===== config.mk =====
export PLATFORM = sky130hd
export DESIGN_NAME = sqrt_round_pack
export DESIGN_NICKNAME = d
export VERILOG_FILES = /design/src/rtl/sqrt_round_pack.sv
export SDC_FILE = /design/constraint.sdc
export NUM_CORES = 1
export LEC_CHECK = 0
export CORE_MARGIN = 3
export CORE_UTILIZATION = 53
export CTS_CLUSTER_SIZE = 24
export DETAILED_ROUTE_END_ITERATION = 10
export PLACE_DENSITY = 0.87
export SLEW_MARGIN = 20
export SYNTH_ARGS = -nofsm -noshare
export SYNTH_HDL_FRONTEND = slang
export SYNTH_SLANG_ARGS = --single-unit

===== constraint.sdc =====
create_clock -name clk -period 7.2 [get_ports clk]
set_input_delay 2.16 -clock clk [delete_from_list [all_inputs] [get_ports clk]]
set_output_delay 2.16 -clock clk [all_outputs]
set_load 0.05 [all_outputs]

===== src/rtl/sqrt_round_pack.sv =====
// Square-root back end: normalizes the core root, rounds to nearest-even and packs a LAMP float.
// Optional macro LAMP_SQRT_INEXACT_EN adds an inexact_o flag alongside the result.
module sqrt_round_pack #(
  parameter int unsigned F_DW = 7,
  parameter int unsigned E_DW = 8
) (
  input  logic                  clk,
  input  logic                  rst,
  input  logic                  start_i,
  input  logic                  special_i,
  input  logic [E_DW+F_DW:0]    special_res_i,
  input  logic [E_DW-1:0]       exp_res_i,
  input  logic                  core_valid_i,
  input  logic [2*(1+F_DW)-1:0] core_res_i,
  input  logic                  ready_i,
  output logic                  busy_o,
  output logic                  valid_o,
  output logic [E_DW+F_DW:0]    result_o
`ifdef LAMP_SQRT_INEXACT_EN
  ,
  output logic                  inexact_o
`endif
);

  localparam int unsigned DW = 1 + E_DW + F_DW;
  localparam int unsigned CW = 2 * (1 + F_DW);
  localparam int unsigned SW = CW - 2 - F_DW;

  typedef enum logic [1:0] {IDLE, WAIT_CORE, ROUND, HOLD} state_t;

  state_t          state, state_next;
  logic [E_DW-1:0] exp_q;
  logic [CW-1:0]   core_q;

  logic [CW-2:0]   mant;
  logic [E_DW-1:0] exp_norm, exp_fin;
  logic [F_DW-1:0] frac;
  logic [F_DW:0]   frac_sum;
  logic            guard, sticky, inc;
  logic [DW-1:0]   packed_res;

  // Next-state logic
  always_comb begin
    state_next = state;
    case (state)
      IDLE:      if (start_i) state_next = special_i ? HOLD : WAIT_CORE;
      WAIT_CORE: if (core_valid_i) state_next = ROUND;
      ROUND:     state_next = HOLD;
      HOLD:      if (ready_i) state_next = IDLE;
      default:   state_next = IDLE;
    endcase
  end

  // Normalize (drop the leading one), then round to nearest-even with carry into the exponent
  always_comb begin
    mant       = '0;
    exp_norm   = exp_q;
    exp_fin    = exp_q;
    frac       = '0;
    frac_sum   = '0;
    guard      = 1'b0;
    sticky     = 1'b0;
    inc        = 1'b0;
    packed_res = '0;
    if (core_q[CW-1]) begin
      mant = core_q[CW-2:0];
    end else begin
      mant     = {core_q[CW-3:0], 1'b0};
      exp_norm = exp_q - E_DW'(1);
    end
    frac     = mant[CW-2 -: F_DW];
    guard    = mant[SW];
    sticky   = |mant[SW-1:0];
    inc      = guard & (sticky | frac[0]);
    frac_sum = {1'b0, frac} + (F_DW+1)'(inc);
    exp_fin  = frac_sum[F_DW] ? exp_norm + E_DW'(1) : exp_norm;
    packed_res = {1'b0, exp_fin, frac_sum[F_DW-1:0]};
  end

  always_ff @(posedge clk) begin
    if (!rst) state <= IDLE;
    else      state <= state_next;
  end

  // Capture registers and registered outputs
  always_ff @(posedge clk) begin
    if (!rst) begin
      exp_q     <= '0;
      core_q    <= '0;
      result_o  <= '0;
      valid_o   <= 1'b0;
      busy_o    <= 1'b0;
`ifdef LAMP_SQRT_INEXACT_EN
      inexact_o <= 1'b0;
`endif
    end else begin
      valid_o <= (state_next == HOLD);
      busy_o  <= (state_next != IDLE);
      case (state)
        IDLE: begin
          if (start_i && special_i) begin
            result_o  <= special_res_i;
`ifdef LAMP_SQRT_INEXACT_EN
            inexact_o <= 1'b0;
`endif
          end else if (start_i) begin
            exp_q <= exp_res_i;
          end
        end
        WAIT_CORE: if (core_valid_i) core_q <= core_res_i;
        ROUND: begin
          result_o  <= packed_res;
`ifdef LAMP_SQRT_INEXACT_EN
          inexact_o <= guard | sticky;
`endif
        end
        default: ;
      endcase
    end
  end

endmodule


# Word level (Yosys, flattened, before mapping)
# Index checks and enable logic that the tools add are counted.
# W data, S select, Z words.
# word_totals
register_bits	44
input_bits	46
out_inout_bits	18
# classes
addsub	3
eq_ne	5
muxes	10
bitwise	3
reduce_logical	8
# ops
op	n
$pmux W16 S2	1
$mux W16	1
$mux W8	2
$mux W15	1
$add A7 B1 Y8	1
$add A8 B1 Y8 const B	1
$mux W2	4
$pmux W2 S4	1
$sub A8 B1 Y8 const B	1
$reduce_or A7 Y1	1
$eq A2 B2 Y1 const B	3
$reduce_and A2 Y1	2
$reduce_bool A2 Y1	2
$reduce_and A3 Y1	1
$eq A2 B1 Y1 const B	1
$logic_not A2 Y1	1
$ne A2 B2 Y1 const B	1
$and A1 B1 Y1	1
$logic_and A1 B1 Y1	1
$not A1 Y1	1
$or A1 B1 Y1	1

# Depth between registers and ports, before layout
# logic_depth
ltp_word	7
ltp_mapped	11

# Least setup slack after synthesis
# OpenSTA, ideal clock, no wires.
# synth_path
path_type	input to register
from	in start_i
to	reg result_o[13]
setup_ns	0.122
arrival_ns	3.218
required_ns	7.078
slack_ns	3.860
stages	5
n_path_buf	1
path_cell_list	a21oi_1 -> or2_2 -> clkbuf_1 -> a22o_1 -> a221o_1
# synth_via
elab_chain_cells	3
# synth_lines
element	line_no	text
from (decl)	9	input logic start_i,
$logic_and A1 B1 Y1	101	if (start_i && special_i) begin
$ne A2 B2 Y1 (no source line)	n/a	
$reduce_and A2 Y1 (no source line)	n/a	
to (signal assigned)	102	result_o <= special_res_i;
to (signal assigned)	112	result_o <= packed_res;
to (decl)	18	output logic [E_DW+F_DW:0] result_o
# No other way between the ends.
# A chain may end at the register's enable or synchronous reset.

# Worst setup path in the final report
# layout_path
from	in start_i
to	reg exp_q[6]
# layout_via
elab_chain_cells	3
# layout_lines
element	line_no	text
$logic_and A1 B1 Y1	101	
$not A1 Y1 (no source line)	n/a	
$reduce_and A3 Y1 (no source line) *	n/a	
to (signal assigned)	107	exp_q <= exp_res_i;
to (decl)	32	logic [E_DW-1:0] exp_q;
# Every way passes the cells marked *; elsewhere a longest branch is shown, timed or not.

==> flow_summary.toml <==
[synth]
synth_edf_count = 0
synth-seq-cells = 44
synth_nets = 369
mappedNetlistArea_um2 = 2530
synth_seq_area_share_pct = 34.8
syn_inst = 320
synth_area_leader_cell = "dfxtp_1"
synth-async-reset-ratio_pct = 0
netlist.area_leader.share_pct = 34.8
yosys-top-cells-area = "dfxtp_1 (35%), nand2_1 (11%), a21boi_0 (8.0%)"
ys_warn_count = 0
syn_avg_cell_area_um2 = 7.92
synth_cell_types = 54
synth-main-ff-cell = "dfxtp_1"

[die]
die_area_um2 = 5650
ios = 64
die_w_um = 75.1
num_rows = 24
die_y_um = 75.1
start_util_pct = 56.6
coreArea_um2 = 4470

[global_routing]
grt_pass1_wl_mm = 10.2
grt_pass1_vias = 2320
grt_max_degree = 47
grt-ovfl-total = 0
grt.total_usage_pct = 23.1
antenna_found_initial = 0

[worst_hold_path]
min_path_type = "reg2reg"

[pwr]
fin_total_pwr_mw = 0.734
peakVddDrop_mv = 0.116
powerDensity_nw_per_um2 = 224
leakagePower_nw = 1.22

[cells_and_area]
fin_util_pct = 73.3
layout-drive-gt1-share_pct = 6.28
nNetsFinal = 414
antenna_cells = 0
layout-area-overhead-vs-synth_pct = 29.5
instances_no_fill = 418

[clock_network]
cts.clk_slew.worst_paths_ps = 90
clockBufferDepth = 2
cts_num_sinks = 44
postCtsHoldBufs = 0
numCtsBuffers = 5
root_buffer = "clkbuf_8"
cts_resized = 0
h-tree-depth = 2
cts_setup_buffers = 0
cts_tree = "yes"
clkLatencyLatePin_ps = 290

[sta]
skew_ps = 7.68
hold_viol = 0
fin_crit_sh_pct = 52.1
fmax_mhz = 267
worst_slew_pin_slew_ps = 1100
fin_crit_ps = 3750
fin_setup_tns_ps = 0
slew_headroom_pct = 26.3
setup-violations-final = 0
rsz0062_at_grt = "false"
fin_ws_ps = 3450
drv_slew = 0

[job]
cap_violations = 0

[worst_setup_path]
crit_type = "in2reg"
cp-end-kind = "flop"
cp_max_fo = 8
required_ps = 7410
worstPathArrival_ps = 3960
startpoint_type = "input port"

[placement]
gp_congestion = 0.891
dp.cells = 410
port_buffers = 63
pre_cts_slack_ps = 3220
hpwl_mm = 4.43

[routing]
finalWirelength_mm = 6.22
drc = 0
drt_iter0_markers = 158
drtAntennaViolNets = 0
drtPass1Iterations = 4
wl_per_cell_um = 14.9
vias = 2449
viasPerCell = 5.86

[run_status]
outcome = "complete, no violations"
==> final cells by class <==
type | instances | area, um^2
clock buffer | 5 | 68.8
clock inverter | 3 | 90.1
fill | 347 | 1190
inverter | 5 | 18.8
multi-input combinational | 245 | 1520
sequential | 44 | 881
tap | 52 | 65.1
timing repair buffer | 64 | 638
==> critical path, stage by stage <==
cell and delay (ps):
clkdlybuf4s50_1 520, nand2b_1 80, nor3_1 840, nand2_1 140
a21boi_0 210
==> layer usage <==
metal  global-route usage [%]  share of wire, %  vias up
li1                         -                 -     1219
met1                     29.3                44     1132
met2                     38.5                48       82
met3                     4.94               6.0       16
met4                     8.54               2.1        0
met5                        0                 0        -
==> cell families (layout without fill, tap and decap cells) <==
logic type,Yosys count,count (layout),synth area share (%)
flops,44,44,34.8
mux,7,7,3.06
fa+ha+maj,3,3,1.48
simple gates,138,138,26.2
compound gates,83,83,24.3
xor+xnor,14,14,4.84
buf+inv,31,77,5.28
==> worst paths after layout <==
check	startpoint	endpoint	slack, ps	depth (start not counted)
worst max-delay path	start_i	exp_q[6]	3450	5
worst min-delay path	core_q[5]	core_q[5]	470	2
worst max register to register	exp_q[0]	result_o[14]	4540	7
worst min register to register	core_q[5]	core_q[5]	470	2
==> power by group <==
group	total, mW	internal [mW]	switching, mW
combinational	0.195	0.0868	0.108
sequential	0.282	0.263	0.0199
clock	0.257	0.173	0.0837
total	0.734	0.523	0.211
==> through the flow <==
stage	instance area (um^2)	hold slack, ps
final	3280	466
after global routing	3280	496
after CTS	3280	466
after detailed placement	3120	456
after global placement	3120	449
after floorplan	2530	438
==> state kept, by name, summed over array words and instances, names as in the netlist <==
register / flops
core_q: 16
result_o: 16
exp_q: 8
state: 2
busy_o: 1
valid_o: 1
==> placed cells by master (no fill, tap or decap), types with 5 or more instances in the layout <==
master and instances:
nand2_1 71, clkdlybuf4s50_1 63, dfxtp_1 44, a21boi_0 27, o21ai_0 13, nor2_1 11
xnor2_1 9, nand2b_1 8, nor3_1 8, nand3_1 8, mux2_2 6, inv_1 5
a21oi_1 5, xor2_1 5, clkbuf_8 5
==> cell usage after synthesis, drive strengths merged, types with 4 or more instances <==
| master | count |
|---|---|
| xor2 | 5 |
| nand2b | 8 |
| nor2 | 11 |
| nor3 | 8 |
| and3 | 5 |
| a21boi | 27 |
| a21oi | 5 |
| buf | 6 |
| inv | 5 |
| mux2 | 6 |
| nand2 | 71 |
| a31oi | 4 |
| o211ai | 4 |
| or4 | 4 |
| nand3 | 8 |
| or3 | 5 |
| xnor2 | 9 |
| clkbuf | 20 |
| dfxtp | 44 |
| nand4 | 4 |
| o21ai | 13 |
Power figures use the tool's default switching activity.
